[config.mk]
export PLATFORM = sky130hd
export DESIGN_NAME = gpioemu_master_flat
export DESIGN_NICKNAME = d
export VERILOG_FILES = /design/src/rtl/gpioemu_pkg.sv /design/src/rtl/gpioemu_master_if.sv /design/src/rtl/gpioemu_bus_if.sv /design/src/rtl/gpioemu_master.sv /design/src/flat_wrapper.sv
export SDC_FILE = /design/constraint.sdc
export NUM_CORES = 1
export LEC_CHECK = 0
export ABC_AREA = 1
export CAP_MARGIN = 20
export CELL_PAD_IN_SITES_DETAIL_PLACEMENT = 0
export CELL_PAD_IN_SITES_GLOBAL_PLACEMENT = 1
export CORE_ASPECT_RATIO = 0.8
export CORE_MARGIN = 8
export CORE_UTILIZATION = 37
export CTS_BUF_LIST = sky130_fd_sc_hd__clkbuf_16
export DETAILED_ROUTE_END_ITERATION = 12
export PLACE_DENSITY_LB_ADDON = 0.1
export SETUP_SLACK_MARGIN = 0.5
export SLEW_MARGIN = 20
export SYNTH_ARGS = -nofsm -noshare
export SYNTH_HDL_FRONTEND = slang
export SYNTH_HIERARCHICAL = 1
export SYNTH_SLANG_ARGS = --single-unit
[constraint.sdc]
create_clock -name clk -period 6.85 [get_ports clk]
set_input_delay 1.0275 -clock clk [delete_from_list [all_inputs] [get_ports clk]]
set_output_delay 1.0275 -clock clk [all_outputs]
set_load 0.1 [all_outputs]
[src/rtl/gpioemu_pkg.sv]
// Shared constants, state/access enums and helpers for the GPIO-emulated multiplier master.
package gpioemu_pkg;

  localparam logic [15:0] ADDR_OP_A   = 16'h037F;
  localparam logic [15:0] ADDR_OP_B   = 16'h0388;
  localparam logic [15:0] ADDR_GO     = 16'h03A1;
  localparam logic [15:0] ADDR_STATUS = 16'h03A0;
  localparam logic [15:0] ADDR_RES_W  = 16'h0390;
  localparam logic [15:0] ADDR_RES_L  = 16'h0398;

  typedef enum logic [3:0] {
    IDLE, WR_A1, WR_A2, WR_GO, SETTLE, POLL, RD_W, RD_L, FIN
  } state_t;

  typedef enum logic { RD, WR } acc_t;

  function automatic logic [23:0] popcount32(input logic [31:0] v);
    logic [23:0] c;
    c = '0;
    for (int i = 0; i < 32; i++) c = c + 24'(v[i]);
    return c;
  endfunction

endpackage

[src/rtl/gpioemu_master_if.sv]
// Peripheral register bus: 16-bit address, separate read/write strobes, 32-bit data each way.
interface gpioemu_master_if;
  logic [15:0] saddress;
  logic        srd;
  logic        swr;
  logic [31:0] sdata_out;
  logic [31:0] sdata_in;

  modport master (output saddress, srd, swr, sdata_out, input sdata_in);
  modport slave  (input saddress, srd, swr, sdata_out, output sdata_in);
endinterface

[src/rtl/gpioemu_bus_if.sv]
// Single register access: setup cycle, STROBE_CYCLES strobe cycles, hold cycle; ack marks the hold cycle.
module gpioemu_bus_if
  import gpioemu_pkg::*;
#(
  parameter int STROBE_CYCLES = 2
) (
  input  logic              clk,
  input  logic              n_reset,
  input  logic              req,
  input  acc_t              acc_type,
  input  logic [15:0]       addr,
  input  logic [31:0]       wdata,
  output logic              ack,
  output logic [31:0]       rdata,
  gpioemu_master_if.master  bus
);

  localparam logic [4:0] STROBE_LAST = 5'(STROBE_CYCLES);
  localparam logic [4:0] HOLD_CNT    = 5'(STROBE_CYCLES + 1);

  logic [4:0] cnt;
  logic       strobe;

  // req is held by the sequencer for the whole access, so address/data stay stable through hold
  always_ff @(posedge clk or negedge n_reset) begin
    if (!n_reset)         cnt <= '0;
    else if (!req || ack) cnt <= '0;
    else                  cnt <= cnt + 5'd1;
  end

  assign ack    = req && (cnt == HOLD_CNT);
  assign strobe = req && (cnt != 5'd0) && (cnt <= STROBE_LAST);

  assign bus.srd       = strobe && (acc_type == RD);
  assign bus.swr       = strobe && (acc_type == WR);
  assign bus.saddress  = req ? addr : '0;
  assign bus.sdata_out = (req && acc_type == WR) ? wdata : '0;

  // Sequencer captures this on the edge that ends the hold cycle
  assign rdata = bus.sdata_in;

endmodule

[src/rtl/gpioemu_master.sv]
// Sequences operand writes, start, status polling and result reads of the multiplier peripheral.
// Optional poll timeout enabled by defining GPIOEMU_MASTER_TIMEOUT_EN.
module gpioemu_master
  import gpioemu_pkg::*;
#(
  parameter int STROBE_CYCLES = 2,
  parameter int SETTLE_CYCLES = 4,
  parameter int POLL_LIMIT    = 16
) (
  input  logic              clk,
  input  logic              n_reset,
  input  logic              start,
  input  logic [23:0]       op_a,
  input  logic [23:0]       op_b,
  output logic              busy,
  output logic              done,
  output logic [31:0]       res_w,
  output logic [23:0]       res_l,
  output logic              res_valid,
  output logic              err_timeout,
  output logic              err_popcnt,
  gpioemu_master_if.master  bus
);

  localparam logic [15:0] SETTLE_LAST = 16'(SETTLE_CYCLES - 1);

  state_t      state, state_nxt;
  logic [23:0] a_q, b_q;
  logic [15:0] settle_cnt;
  logic        gap;
  logic        req, ack, timeout_hit;
  acc_t        acc_type;
  logic [15:0] addr;
  logic [31:0] wdata, rdata;

  gpioemu_bus_if #(.STROBE_CYCLES(STROBE_CYCLES)) u_bus (
    .clk(clk), .n_reset(n_reset), .req(req), .acc_type(acc_type), .addr(addr),
    .wdata(wdata), .ack(ack), .rdata(rdata), .bus(bus)
  );

  always_ff @(posedge clk or negedge n_reset) begin
    if (!n_reset) state <= IDLE;
    else          state <= state_nxt;
  end

  always_comb begin
    state_nxt = state;
    req       = 1'b0;
    acc_type  = WR;
    addr      = '0;
    wdata     = '0;
    case (state)
      IDLE:   if (start) state_nxt = WR_A1;
      WR_A1: begin
        req = 1'b1; addr = ADDR_OP_A; wdata = {8'h0, a_q};
        if (ack) state_nxt = WR_A2;
      end
      WR_A2: begin
        req = 1'b1; addr = ADDR_OP_B; wdata = {8'h0, b_q};
        if (ack) state_nxt = WR_GO;
      end
      WR_GO: begin
        req = 1'b1; addr = ADDR_GO;
        if (ack) state_nxt = SETTLE;
      end
      SETTLE: if (settle_cnt == SETTLE_LAST) state_nxt = POLL;
      POLL: begin
        // gap forces one idle cycle between consecutive status reads
        req = !gap; acc_type = RD; addr = ADDR_STATUS;
        if (ack) begin
          if (rdata[1])         state_nxt = RD_W;
          else if (timeout_hit) state_nxt = FIN;
        end
      end
      RD_W: begin
        req = 1'b1; acc_type = RD; addr = ADDR_RES_W;
        if (ack) state_nxt = RD_L;
      end
      RD_L: begin
        req = 1'b1; acc_type = RD; addr = ADDR_RES_L;
        if (ack) state_nxt = FIN;
      end
      FIN:     state_nxt = IDLE;
      default: state_nxt = IDLE;
    endcase
  end

  assign busy = (state != IDLE) && (state != FIN);
  assign done = (state == FIN);

  always_ff @(posedge clk or negedge n_reset) begin
    if (!n_reset) begin
      a_q        <= '0;
      b_q        <= '0;
      settle_cnt <= '0;
      gap        <= 1'b0;
      res_w      <= '0;
      res_l      <= '0;
      res_valid  <= 1'b0;
      err_popcnt <= 1'b0;
    end else begin
      settle_cnt <= (state == SETTLE) ? settle_cnt + 16'd1 : '0;
      gap        <= (state == POLL) && ack && !rdata[1];
      if (state == IDLE && start) begin
        a_q        <= op_a;
        b_q        <= op_b;
        res_w      <= '0;
        res_l      <= '0;
        res_valid  <= 1'b0;
        err_popcnt <= 1'b0;
      end
      if (ack) begin
        case (state)
          POLL: if (rdata[1]) res_valid <= rdata[0];
          RD_W: res_w <= rdata;
          RD_L: begin
            res_l      <= rdata[23:0];
            err_popcnt <= (popcount32(res_w) != rdata[23:0]);
          end
          default: ;
        endcase
      end
    end
  end

`ifdef GPIOEMU_MASTER_TIMEOUT_EN
  localparam logic [15:0] POLL_LAST = 16'(POLL_LIMIT - 1);
  logic [15:0] poll_cnt;

  assign timeout_hit = (poll_cnt == POLL_LAST);

  always_ff @(posedge clk or negedge n_reset) begin
    if (!n_reset) begin
      poll_cnt    <= '0;
      err_timeout <= 1'b0;
    end else if (state == IDLE) begin
      poll_cnt <= '0;
      if (start) err_timeout <= 1'b0;
    end else if (state == POLL && ack && !rdata[1]) begin
      poll_cnt <= poll_cnt + 16'd1;
      if (timeout_hit) err_timeout <= 1'b1;
    end
  end
`else
  assign timeout_hit = 1'b0;
  assign err_timeout = 1'b0;
`endif

endmodule
[src/flat_wrapper.sv]
// flat-port wrapper written by rule: the top's interface ports become plain ports
module gpioemu_master_flat import gpioemu_pkg::*;
#(
  parameter int STROBE_CYCLES = 2,
  parameter int SETTLE_CYCLES = 4,
  parameter int POLL_LIMIT    = 16
)
  (clk, n_reset, start, op_a, op_b, busy, done, res_w, res_l, res_valid, err_timeout, err_popcnt, bus_saddress, bus_srd, bus_swr, bus_sdata_out, bus_sdata_in);
  gpioemu_master_if bus_i ();
  input  logic clk;
  input  logic n_reset;
  input  logic start;
  input  logic [23:0] op_a;
  input  logic [23:0] op_b;
  output logic busy;
  output logic done;
  output logic [31:0] res_w;
  output logic [23:0] res_l;
  output logic res_valid;
  output logic err_timeout;
  output logic err_popcnt;
  output wire logic [$bits(bus_i.saddress)-1:0] bus_saddress;
  output wire logic [$bits(bus_i.srd)-1:0] bus_srd;
  output wire logic [$bits(bus_i.swr)-1:0] bus_swr;
  output wire logic [$bits(bus_i.sdata_out)-1:0] bus_sdata_out;
  input wire logic [$bits(bus_i.sdata_in)-1:0] bus_sdata_in;
  assign bus_saddress = bus_i.saddress;
  assign bus_srd = bus_i.srd;
  assign bus_swr = bus_i.swr;
  assign bus_sdata_out = bus_i.sdata_out;
  assign bus_i.sdata_in = bus_sdata_in;
  gpioemu_master #(.STROBE_CYCLES(STROBE_CYCLES), .SETTLE_CYCLES(SETTLE_CYCLES), .POLL_LIMIT(POLL_LIMIT)) u_core (.clk(clk), .n_reset(n_reset), .start(start), .op_a(op_a), .op_b(op_b), .busy(busy), .done(done), .res_w(res_w), .res_l(res_l), .res_valid(res_valid), .err_timeout(err_timeout), .err_popcnt(err_popcnt), .bus(bus_i));
endmodule
==> results list <==
* Power Dens Cells: 492 nW/um^2
- Summing all flip-flop and latch instances after layout gives 3300 um^2.
* Element type at the critical path start: flip-flop
- Family with the most delay on the worst path: buffers and inverters
- The worst-case IR drop observed on VDD is 0.000330 V.
- Global route overflow: 0
- Setup violations remaining at the end of the flow were counted as 0.
* Slack of the worst reg-to-reg path: 1.76 ns
- Antenna fix cells: 0
- The floorplan step defined a core boundary enclosing 19800 um^2.
* Routed length per instance: 16.4 um
- Clock tree synthesis selected as its root buffer the cell clkbuf_16.
- Chip Height: 143 um
* FF-to-FF Start: u_core/res_w[11]
* Clock tree skew after final layout: 0.0151 ns
- At the worst endpoint, the arrival time is 4.06 ns.
* DRC violation count after routing: 0
- Total number of placement rows: 46
* Vias in the first global route: 5785
- Origin of the worst min-delay path: u_core/settle_cnt[0]
* Number of stages on the worst hold path: 1
* Insertion delay to the later sink of the worst-skew pair: 0.42 ns
- The critical path crosses 13 cells after its start point.
- dfrtp_1 takes more of the synthesized area than any other cell.
- Crit Reg-Reg Endpoint: u_core/err_popcnt
* Violated checks: max-slew violations
- Share of layout cells above drive strength 1: 0.108
* Num ports: 194
* Max Fclk: 0.196 GHz
* Mean post-synth cell area: 8.80 um^2
* Final weighted congestion in routability-driven placement: 0.787
* Ordered cell list for the critical path: nor2_2 -> inv_1 -> nor2_2 -> buf_4 -> inv_1 -> o21ai_0 -> a21oi_1 -> o21ai_1 -> buf_4 -> nand2_1 -> buf_4 -> nor2_1 -> clkdlybuf4s50_1
- The share of synthesized area in the top cell type comes to 0.442.
- Final Hold Violating Endpoints: 0
- The slowest stage of the critical path belongs to the cell clkdlybuf4s50_1.
- Synthesis handed over a netlist of 849 instances.
* Reg2Reg Depth: 23
- Starting density of the core: 0.377
- Max cap viols: 0
* Detailed router's first-iteration violation count: 349
* Half-perimeter wire length after placement: 15400 um
- By instance count, the leading cell after synthesis is inv_1.
* Port Buf Inserts: 178
- Number of unique standard cell types used by synthesis: 32
- Across every metal layer, demand over resource in global routing totals 0.173.
* Area of the mapped netlist: 7470 um^2
- Flip-flop cell with the highest count after synthesis: dfrtp_1
* Number of buffers added for setup after CTS: 0
- Together, buffers and inverters on the worst path number 6.
- Worst setup path startpoint: u_core/state[3]
* Critical Setup Path Class: flip-flop to primary output
* Logic pwr share: 0.575
* Data required time at the worst endpoint: 5.82 ns
- In this run the static leakage power is 0.00457 uW.
- Clock period minus final worst setup slack: 5.09 ns
- Gates resized, CTS repair: 0
* Hold bufs inserted after CTS: 0
- First-pass GRT wire length: 33800 um
* Setup_tns: 0 ns
- Yosys attributes the largest share of cell area to dfrtp_1, inv_1, mux2_2.
- Worst slew pin tran: 1.77 ns
* Number of register bits inferred by synthesis: 132
* Maximum root-to-sink buffer count: 2
* Chip Width: 175 um
- Number of nets in the finished design: 1116
* Synthesis-to-layout area growth: 32.0%
- For hold timing, the worst endpoint is u_core/settle_cnt[0].
- Entering global routing, the biggest net connects 81 pins.
- Across all hold checks on the routed design, the worst slack comes to 0.461 ns.
* Total length of routed wires: 20900 um
- Yosys mapped a number of flops with a built-in enable equal to 0.
- For this run, asynchronously set or reset flops after synthesis account for 1.00.
* Area occupied by multi-input gates: 3180 um^2
- Of the total power, the clock network draws 0.198.
- In this run the tightest slew margin relative to its limit is -0.182.
- Clock Sink Count: 132
- Switching pwr: 2560 uW
* Top cells by instance count after synthesis: inv_1, dfrtp_1, nand2_1
- TritonCTS clock tree: done
* Worst hold path type: flip-flop to flip-flop
- Switching Share: 0.528
- Library cell appearing most often on the critical path: buf_4
- Clock edge transition at the registers on the reported setup and hold paths: 0.06 ns
- Setup repair after global routing missed its margin: false
- Period utilisation layout: 0.743
- Status: finished, violations left
* Share of total power in sequential cells: 0.227
- Once detail routing completed, the nets flagged for antenna violations numbered 0.
- After filler insertion, the fill cell instance count of the layout stands at 1941.
- The internal power of the cells totals 2290 uW.
- Before antenna repair, the detailed router went through 7 iterations.
- On the worst path, the slowest cell contributes a delay of 1.16 ns.
- The floorplan step defined a die boundary enclosing 25000 um^2.
* Final-report max-slew violation count: 8
- Routed via count divided by cell count: 4.60
- Number of antenna violations at the first check in global routing: 2
* Kind of end point of the critical path: primary output
* Highest net fanout along the worst path: 32
- Total via count in the routed design: 5869
* Clock buffer count from CTS: 17
- CTS built an H-tree with a depth of 4.
* Fraction of the yosys area taken by sequential cells: 0.442
- Count of warnings emitted by yosys: 6
## power groups by stage
stage	Combinational [uW]	Clock (uW)	Sequential, uW
after floorplan	1990	0	1330
after global placement	2780	0	1110
after detailed placement	2790	0	1110
after CTS	2800	991	1100
after global routing	2970	1030	1130
final	2790	961	1100
## area by class of cell
| class | count | share of cell area |
|---|---|---|
| timing repair buffer | 184 | 0.185 |
| multi-input combinational | 503 | 0.323 |
| inverter | 160 | 0.0609 |
| clock buffer | 17 | 0.0431 |
| tap | 264 | 0.0335 |
| sequential | 132 | 0.335 |
| clock inverter | 15 | 0.0197 |
## layout by cell type (no fill, tap or decap), drive strengths merged
master / count
or2: 1
mux2: 48
nand4: 5
nand2: 103
clkdlybuf4s50: 177
conb: 15
buf: 7
clkinvlp: 2
nor4: 2
nor3: 10
fa: 24
a21oi: 12
a31oi: 1
a22o: 24
bufinv: 3
ha: 11
dfrtp: 132
xor2: 2
clkbuf: 17
nor3b: 1
nor2: 93
xnor2: 1
nand3: 87
clkinv: 3
o21ai: 63
inv: 167
## routing by layer
layer | global-route usage | vias up | wire (um) | part of all wire
met3 | 0.0594 | 13 | 1430 | 0.068
met1 | 0.250 | 2765 | 10700 | 0.51
li1 | - | 2936 | - | -
met2 | 0.243 | 151 | 8610 | 0.41
met4 | 0.0387 | 4 | 125 | 0.0060
met5 | 0 | - | 27 | 0.0013
## per-stage QoR
stage	instance area, um^2	power [uW]	utilization	setup slack, ns	instances
finish	9860	4850	0.498	1.76	1275
detailed placement	9240	3900	0.467	1.78	1243
global route	9860	5130	0.498	1.46	1275
global placement	9240	3880	0.467	1.82	1243
floorplan	7530	3320	-	1.38	863
CTS	9860	4890	0.498	1.72	1275
## worst reg2reg max path, stage by stage, from the launching register on
cell	delay, ns
dfrtp_1	0.41
fa_1	0.55
inv_1	0.06
fa_1	0.47
inv_1	0.05
fa_1	0.46
fa_1	0.50
fa_1	0.53
inv_1	0.07
fa_1	0.48
inv_1	0.04
ha_1	0.20
inv_1	0.07
fa_1	0.43
nand2_1	0.08
nand2_1	0.05
inv_1	0.05
nand2_1	0.05
nor2_1	0.10
nand2_1	0.06
nor2_1	0.09
nand2_1	0.06
nand2_1	0.05
nand2_1	0.04
## how the worst max path moves through the flow
stage / to / slack [ns]
floorplan: u_core/err_popcnt / 1.38
global placement: u_core/err_popcnt / 1.82
detailed placement: u_core/err_popcnt / 1.78
CTS: bus_sdata_out[20] / 1.72
global route: u_core/err_popcnt / 1.46
finish: bus_sdata_out[20] / 1.76
## sequential cells by signal (all words and copies together), names as in the netlist
signal and flops:
u_core/a_q 24, u_core/b_q 24, u_core/err_popcnt 1, u_core/gap 1, u_core/res_l 24, u_core/res_valid 1, u_core/res_w 32, u_core/settle_cnt 16
u_core/state 4, u_core/u_bus/cnt 5
## cells by family (layout without fill, tap and decap cells)
family,count (synthesis),count (layout),share of synthesized area
simple gates,302,302,0.176
buf+inv,228,376,0.141
flops,132,132,0.442
compound gates,100,100,0.0817
mux,48,48,0.0723
fa+ha+maj,35,35,0.0827
xor+xnor,3,3,0.00352
other cells,1,15,0.000502
(Power assumes the default switching activity.)
==> RTL change 1, RTL diff (same flow settings) <==
The 9 states of `state_t` get a one-hot encoding in 9 bits.
--- a/src/rtl/gpioemu_pkg.sv
+++ b/src/rtl/gpioemu_pkg.sv
@@ -8,8 +8,8 @@
   localparam logic [15:0] ADDR_RES_W  = 16'h0390;
   localparam logic [15:0] ADDR_RES_L  = 16'h0398;
 
-  typedef enum logic [3:0] {
-    IDLE, WR_A1, WR_A2, WR_GO, SETTLE, POLL, RD_W, RD_L, FIN
+  typedef enum logic [8:0] {
+    IDLE = 9'b000000001, WR_A1 = 9'b000000010, WR_A2 = 9'b000000100, WR_GO = 9'b000001000, SETTLE = 9'b000010000, POLL = 9'b000100000, RD_W = 9'b001000000, RD_L = 9'b010000000, FIN = 9'b100000000
   } state_t;
 
   typedef enum logic { RD, WR } acc_t;
Check against the original RTL: same outputs for any inputs over 10 cycles, from zero or initial values and one cycle with n_reset low; not proved beyond that.
==> RTL change 1 against the unedited design <==
  * The flow still finishes with violations (max-slew violations)
  * Synthesized area is 4.2% higher
  * Routed wire length up 5.1%
  * Worst setup slack better by 0.11 ns
  * Cell area grew 2.3%
  * Sequential cell count grew 5
  * Register-to-register slack improved by 0.14 ns
  * Synthesized cell count rose by 16%
  * Critical path type unchanged
  * Largest cell class unchanged
Power is not compared: it rests on default switching activity, and its combinational part moved more than twofold at a synthesized area within 25%.
==> RTL change 1: results (changes against the unedited design) <==
| Metric | Value |
|---|---|
| Final weighted congestion in routability-driven placement | `0.783 (-0.50%)` |
| Global-route wire length before repair | `35,700 um (+5.5%)` |
| 1st-pass router iterations | `7 (unchanged)` |
| Vias in the first global route | `6,599 (+14%)` |
| Arrival time of data at the critical path endpoint | `3.95 ns (-0.11 ns)` |
| Initial antenna violation count | `0 (-2)` |
| Wirelength per Cell | `15.6 um (-4.8%)` |
| Sequential-to-total area share from yosys stat | `0.440 (-0.00153)` |
| Count of routing violations after the opening detailed-route iteration | `346 (-0.86%)` |
| Total of fill cells in the finished design | `2,035 (+4.8%)` |
| List of most frequent post-synthesis cells | `sky130_fd_sc_hd__nand2_1 (205), sky130_fd_sc_hd__inv_1 (161), sky130_fd_sc_hd__nand3_1 (139)` |
| Violated checks | `max-slew violations` |
| Clock skew after layout | `0.0122 ns (-0.00289 ns)` |
| Number of clock buffers inserted by TritonCTS | `17 (unchanged)` |
| Number of vias per cell | `4.62 (+0.47%)` |
| Detailed-route wire length | `22,000 um (+5.1%)` |
| Largest incremental delay on the critical path | `1.14 ns (-0.02 ns)` |
| Worst-path fanout max | `27 (-16%)` |
| Placed Cells | `1,376 (+11%)` |
| Largest net degree at the start of global routing | `71 (-12%)` |
| Total GRT Usage | `0.173 (about the same)` |
| Depth of the worst register-to-register path | `19 (-17%)` |
| Fraction of final layout cells sized beyond drive strength 1 | `0.0721 (-0.0358)` |
| Worst-Margin Slew | `1.77 ns (+0.00404 ns)` |
| Number of pins exceeding their max-slew limit in the final report | `8 (unchanged)` |
| Number of gates given a new drive strength after cts | `0 (unchanged)` |
| Result of the run | `finished, violations left` |
| Largest cells by area after synthesis | `sky130_fd_sc_hd__dfrtp_1 (44%), sky130_fd_sc_hd__nand2_1 (9.9%), sky130_fd_sc_hd__nand3_1 (8.9%)` |
| Post-synthesis area per instance | `7.92 um^2 (-10%)` |
## RTL change 1: cell count changes after synthesis, moves of 4 or more
cell / delta
sky130_fd_sc_hd__mux2_2: -48
sky130_fd_sc_hd__o21ai_2: -5
sky130_fd_sc_hd__o21ai_0: +6
sky130_fd_sc_hd__dfrtp_1: +4
sky130_fd_sc_hd__buf_2: -6
sky130_fd_sc_hd__nand3_1: +52
sky130_fd_sc_hd__inv_1: +6
sky130_fd_sc_hd__nor2_1: +6
sky130_fd_sc_hd__clkbuf_1: +19
sky130_fd_sc_hd__nand2_1: +105
sky130_fd_sc_hd__inv_2: -5
sky130_fd_sc_hd__o21ai_1: -5
sky130_fd_sc_hd__buf_6: -4
## RTL change 1: cells by family (layout without fill, tap and decap cells)
logic type / after synthesis / in the layout / share of synthesized area
adders and majority gates: 35 / 35 / 0.0794
AOI/OAI and AO/OA: 97 / 97 / 0.0749
and+or+nand+nor: 470 / 470 / 0.265
other: 1 / 15 / 0.000482
buffers and inverters: 239 / 380 / 0.136
xor gates and xnor gates: 4 / 4 / 0.00450
DFF: 137 / 137 / 0.440
## RTL change 1: cell type report
cell class | count | area share
clock buffer | 17 | 0.0422
clock inverter | 14 | 0.0134
inverter | 161 | 0.0599
multi-input combinational | 621 | 0.333
sequential | 137 | 0.340
tap | 269 | 0.0334
timing repair buffer | 188 | 0.178
## RTL change 1: power by group
group | internal [mW] | switching (mW)
registers | 0.963 | 0.0855
logic | 0.264 | 0.841
clock network | 0.529 | 0.354
total | 1.76 | 1.28
## RTL change 1: critical path: cells and delay by family, from the launching register on
kind	cells	cell delay [ns]
AND/OR/NAND/NOR	8	1.61
flip-flops	1	0.42
buffers and inverters	2	1.40
AO/OA/AOI/OAI	1	0.10
## RTL change 1: routing by layer
metal,track usage,up-vias,part of all wire
li1,-,3323,-
met1,0.238,3050,0.48
met2,0.266,129,0.45
met3,0.0547,5,0.064
met4,0.0310,0,0.0045
met5,0,-,0
## RTL change 1: path summary, 6_finish.rpt
check | startpoint | endpoint | slack, ns
setup / recovery | u_core/state[7] | bus_swr | 1.87
hold / removal | u_core/a_q[3] | u_core/a_q[3] | 0.47
setup reg to reg | u_core/res_w[17] | u_core/err_popcnt | 1.90
hold reg to reg | u_core/a_q[3] | u_core/a_q[3] | 0.47
max in group asynchronous | n_reset | u_core/b_q[21] | 4.93
min in group asynchronous | n_reset | u_core/res_l[11] | 0.59
## RTL change 1: stage by stage
step	power, mW	hold slack [ns]	utilization	cell area, um^2	setup slack [ns]
global placement	2.18	0.450	0.462	9530	1.95
CTS	3.08	0.473	0.489	10100	1.80
finish	3.04	0.469	0.489	10100	1.87
floorplan	1.93	0.425	-	7840	1.39
detailed placement	2.18	0.455	0.462	9530	1.90
global route	3.24	0.492	0.489	10100	1.61
==> RTL change 2, RTL diff (config.mk and constraints unchanged) <==
Without the edit above. Add a define of `GPIOEMU_MASTER_TIMEOUT_EN`.
--- a/src/rtl/gpioemu_master.sv
+++ b/src/rtl/gpioemu_master.sv
@@ -1,5 +1,7 @@
 // Sequences operand writes, start, status polling and result reads of the multiplier peripheral.
 // Optional poll timeout enabled by defining GPIOEMU_MASTER_TIMEOUT_EN.
+`define GPIOEMU_MASTER_TIMEOUT_EN
+
 module gpioemu_master
   import gpioemu_pkg::*;
 #(
Behaviour: same outputs for any inputs over 10 cycles, from zero or initial values and one cycle with n_reset low; that may be too few to reach the edited logic, so the function may still have changed.
==> RTL change 2 against the unedited design <==
  * The flow still finishes with violations (max-slew violations)
  * Sequential share of layout area up 0.38 points
  * Worst setup slack better by 0.015 ns
  * Synthesized area up 15%
  * Sequential cell count up 17
  * Total power up 0.72%
  * Cell area is 12% higher
  * Count of clock-buffer cells in the layout stayed put
  * Routed wire length up 16%
  * First-iteration DRC count is 34% higher
  * Critical endpoint is now u_core/err_popcnt
==> RTL change 2: results (changes against the unedited design) <==
| Metric | Value |
|---|---|
| Final weighted congestion in routability-driven placement | `0.814 (+3.5%)` |
| Arrival time of data at the critical path endpoint | `5.40 ns (+1.34 ns)` |
| Critical path type | `reg -> reg` |
| List of most frequent post-synthesis cells | `sky130_fd_sc_hd__inv_1 (177), sky130_fd_sc_hd__dfrtp_1 (149), sky130_fd_sc_hd__nand2_1 (140)` |
| Count of routing violations after the opening detailed-route iteration | `469 (+34%)` |
| Buffer cell driving the clock tree root | `sky130_fd_sc_hd__clkbuf_16` |
| Total of fill cells in the finished design | `2,199 (+13%)` |
| Clock Pin Slew Worst Setup and Hold Paths | `0.08 ns (+0.02 ns)` |
| Fraction of final layout cells sized beyond drive strength 1 | `0.0529 (-0.0549)` |
| Clock skew after layout | `0.0129 ns (-0.00217 ns)` |
| Largest net degree at the start of global routing | `86 (+6.2%)` |
| Largest voltage drop on the vdd net | `0.165 mV (-50%)` |
| Sequential-to-total area share from yosys stat | `0.435 (-0.00740)` |
| Leakage | `5.16 nW (+13%)` |
| Violated checks | `max-slew violations` |
| Final net count | `1,278 (+15%)` |
| Vias | `7,039 (+20%)` |
| Slowest CP cell | `sky130_fd_sc_hd__fa_1` |
| Highest attainable clock frequency | `197 MHz (+0.29%)` |
| Slew Limit Headroom | `-0.160 (+0.0218)` |
| 1st-pass router iterations | `5 (-2)` |
| Share of the synthesized area in the top cell type | `0.435 (-0.00740)` |
| Fraction of power spent switching nets | `0.538 (+0.00981)` |
| Worst-path fanout max | `3 (-91%)` |
| Result of the run | `finished, violations left` |
| Post-Place Worst Slack | `1.79 ns (+0.0114 ns)` |
| Number of pins exceeding their max-slew limit in the final report | `8 (unchanged)` |
| Quantity of I/O buffers inserted on ports | `179 (+0.56%)` |
| Total GRT Usage | `0.175 (+0.00211)` |
| Detailed-route wire length | `24,200 um (+16%)` |
| Crit path max-delay family | `adder cells` |
| Largest cells by area after synthesis | `sky130_fd_sc_hd__dfrtp_1 (43%), sky130_fd_sc_hd__inv_1 (7.7%), sky130_fd_sc_hd__mux2_1 (6.3%)` |
| Largest incremental delay on the critical path | `0.54 ns (-0.62 ns)` |
| Global-route wire length before repair | `39,400 um (+17%)` |
[RTL change 2: cell types whose count changed after synthesis, sizes merged, moves of 11 or more]
cell,delta
nor2,+11
nand2,+44
dfrtp,+17
nand3,+20
nand4,+22
inv,+23
[RTL change 2: final cells by class]
cell class                 instances  area [um^2]  share of cell area
inverter                         183          687              0.0624
timing repair buffer             187         1850               0.168
sequential                       149         3730               0.339
multi-input combinational        621         3740               0.340
clock inverter                    15          179              0.0163
tap                              312          390              0.0355
clock buffer                      17          425              0.0386
[RTL change 2: through the flow]
step	cell area [um^2]	hold slack [ns]	instances
finish	11000	0.470	1484
global route	11000	0.499	1484
CTS	11000	0.470	1484
detailed placement	10400	0.461	1452
global placement	10400	0.457	1452
floorplan	8630	0.433	1023
[RTL change 2: cells by family after synthesis]
group	count (synthesis)	synth area share
simple gates	405	0.211
buf+inv	253	0.135
flops	149	0.435
compound gates	114	0.0782
mux	48	0.0630
fa+ha+maj	36	0.0735
xor+xnor	4	0.00408
other cells	1	0.000437
[RTL change 2: routing by layer]
metal | share of wire | global-route usage | vias up | wire, um
met2 | 0.43 | 0.259 | 175 | 10300
met1 | 0.50 | 0.251 | 3341 | 12000
met4 | 0.0099 | 0.0423 | 0 | 239
li1 | - | - | 3508 | -
met5 | 0 | 0 | - | 0
met3 | 0.068 | 0.0467 | 15 | 1640
[RTL change 2: power by group through the flow]
stage               Clock [mW]  Combinational, mW  Sequential, mW
floorplan                    0               2.05            1.35
global placement             0               2.76            1.20
detailed placement           0               2.76            1.21
CTS                      0.979               2.78            1.19
global route              1.01               2.95            1.22
finish                   0.945               2.75            1.19
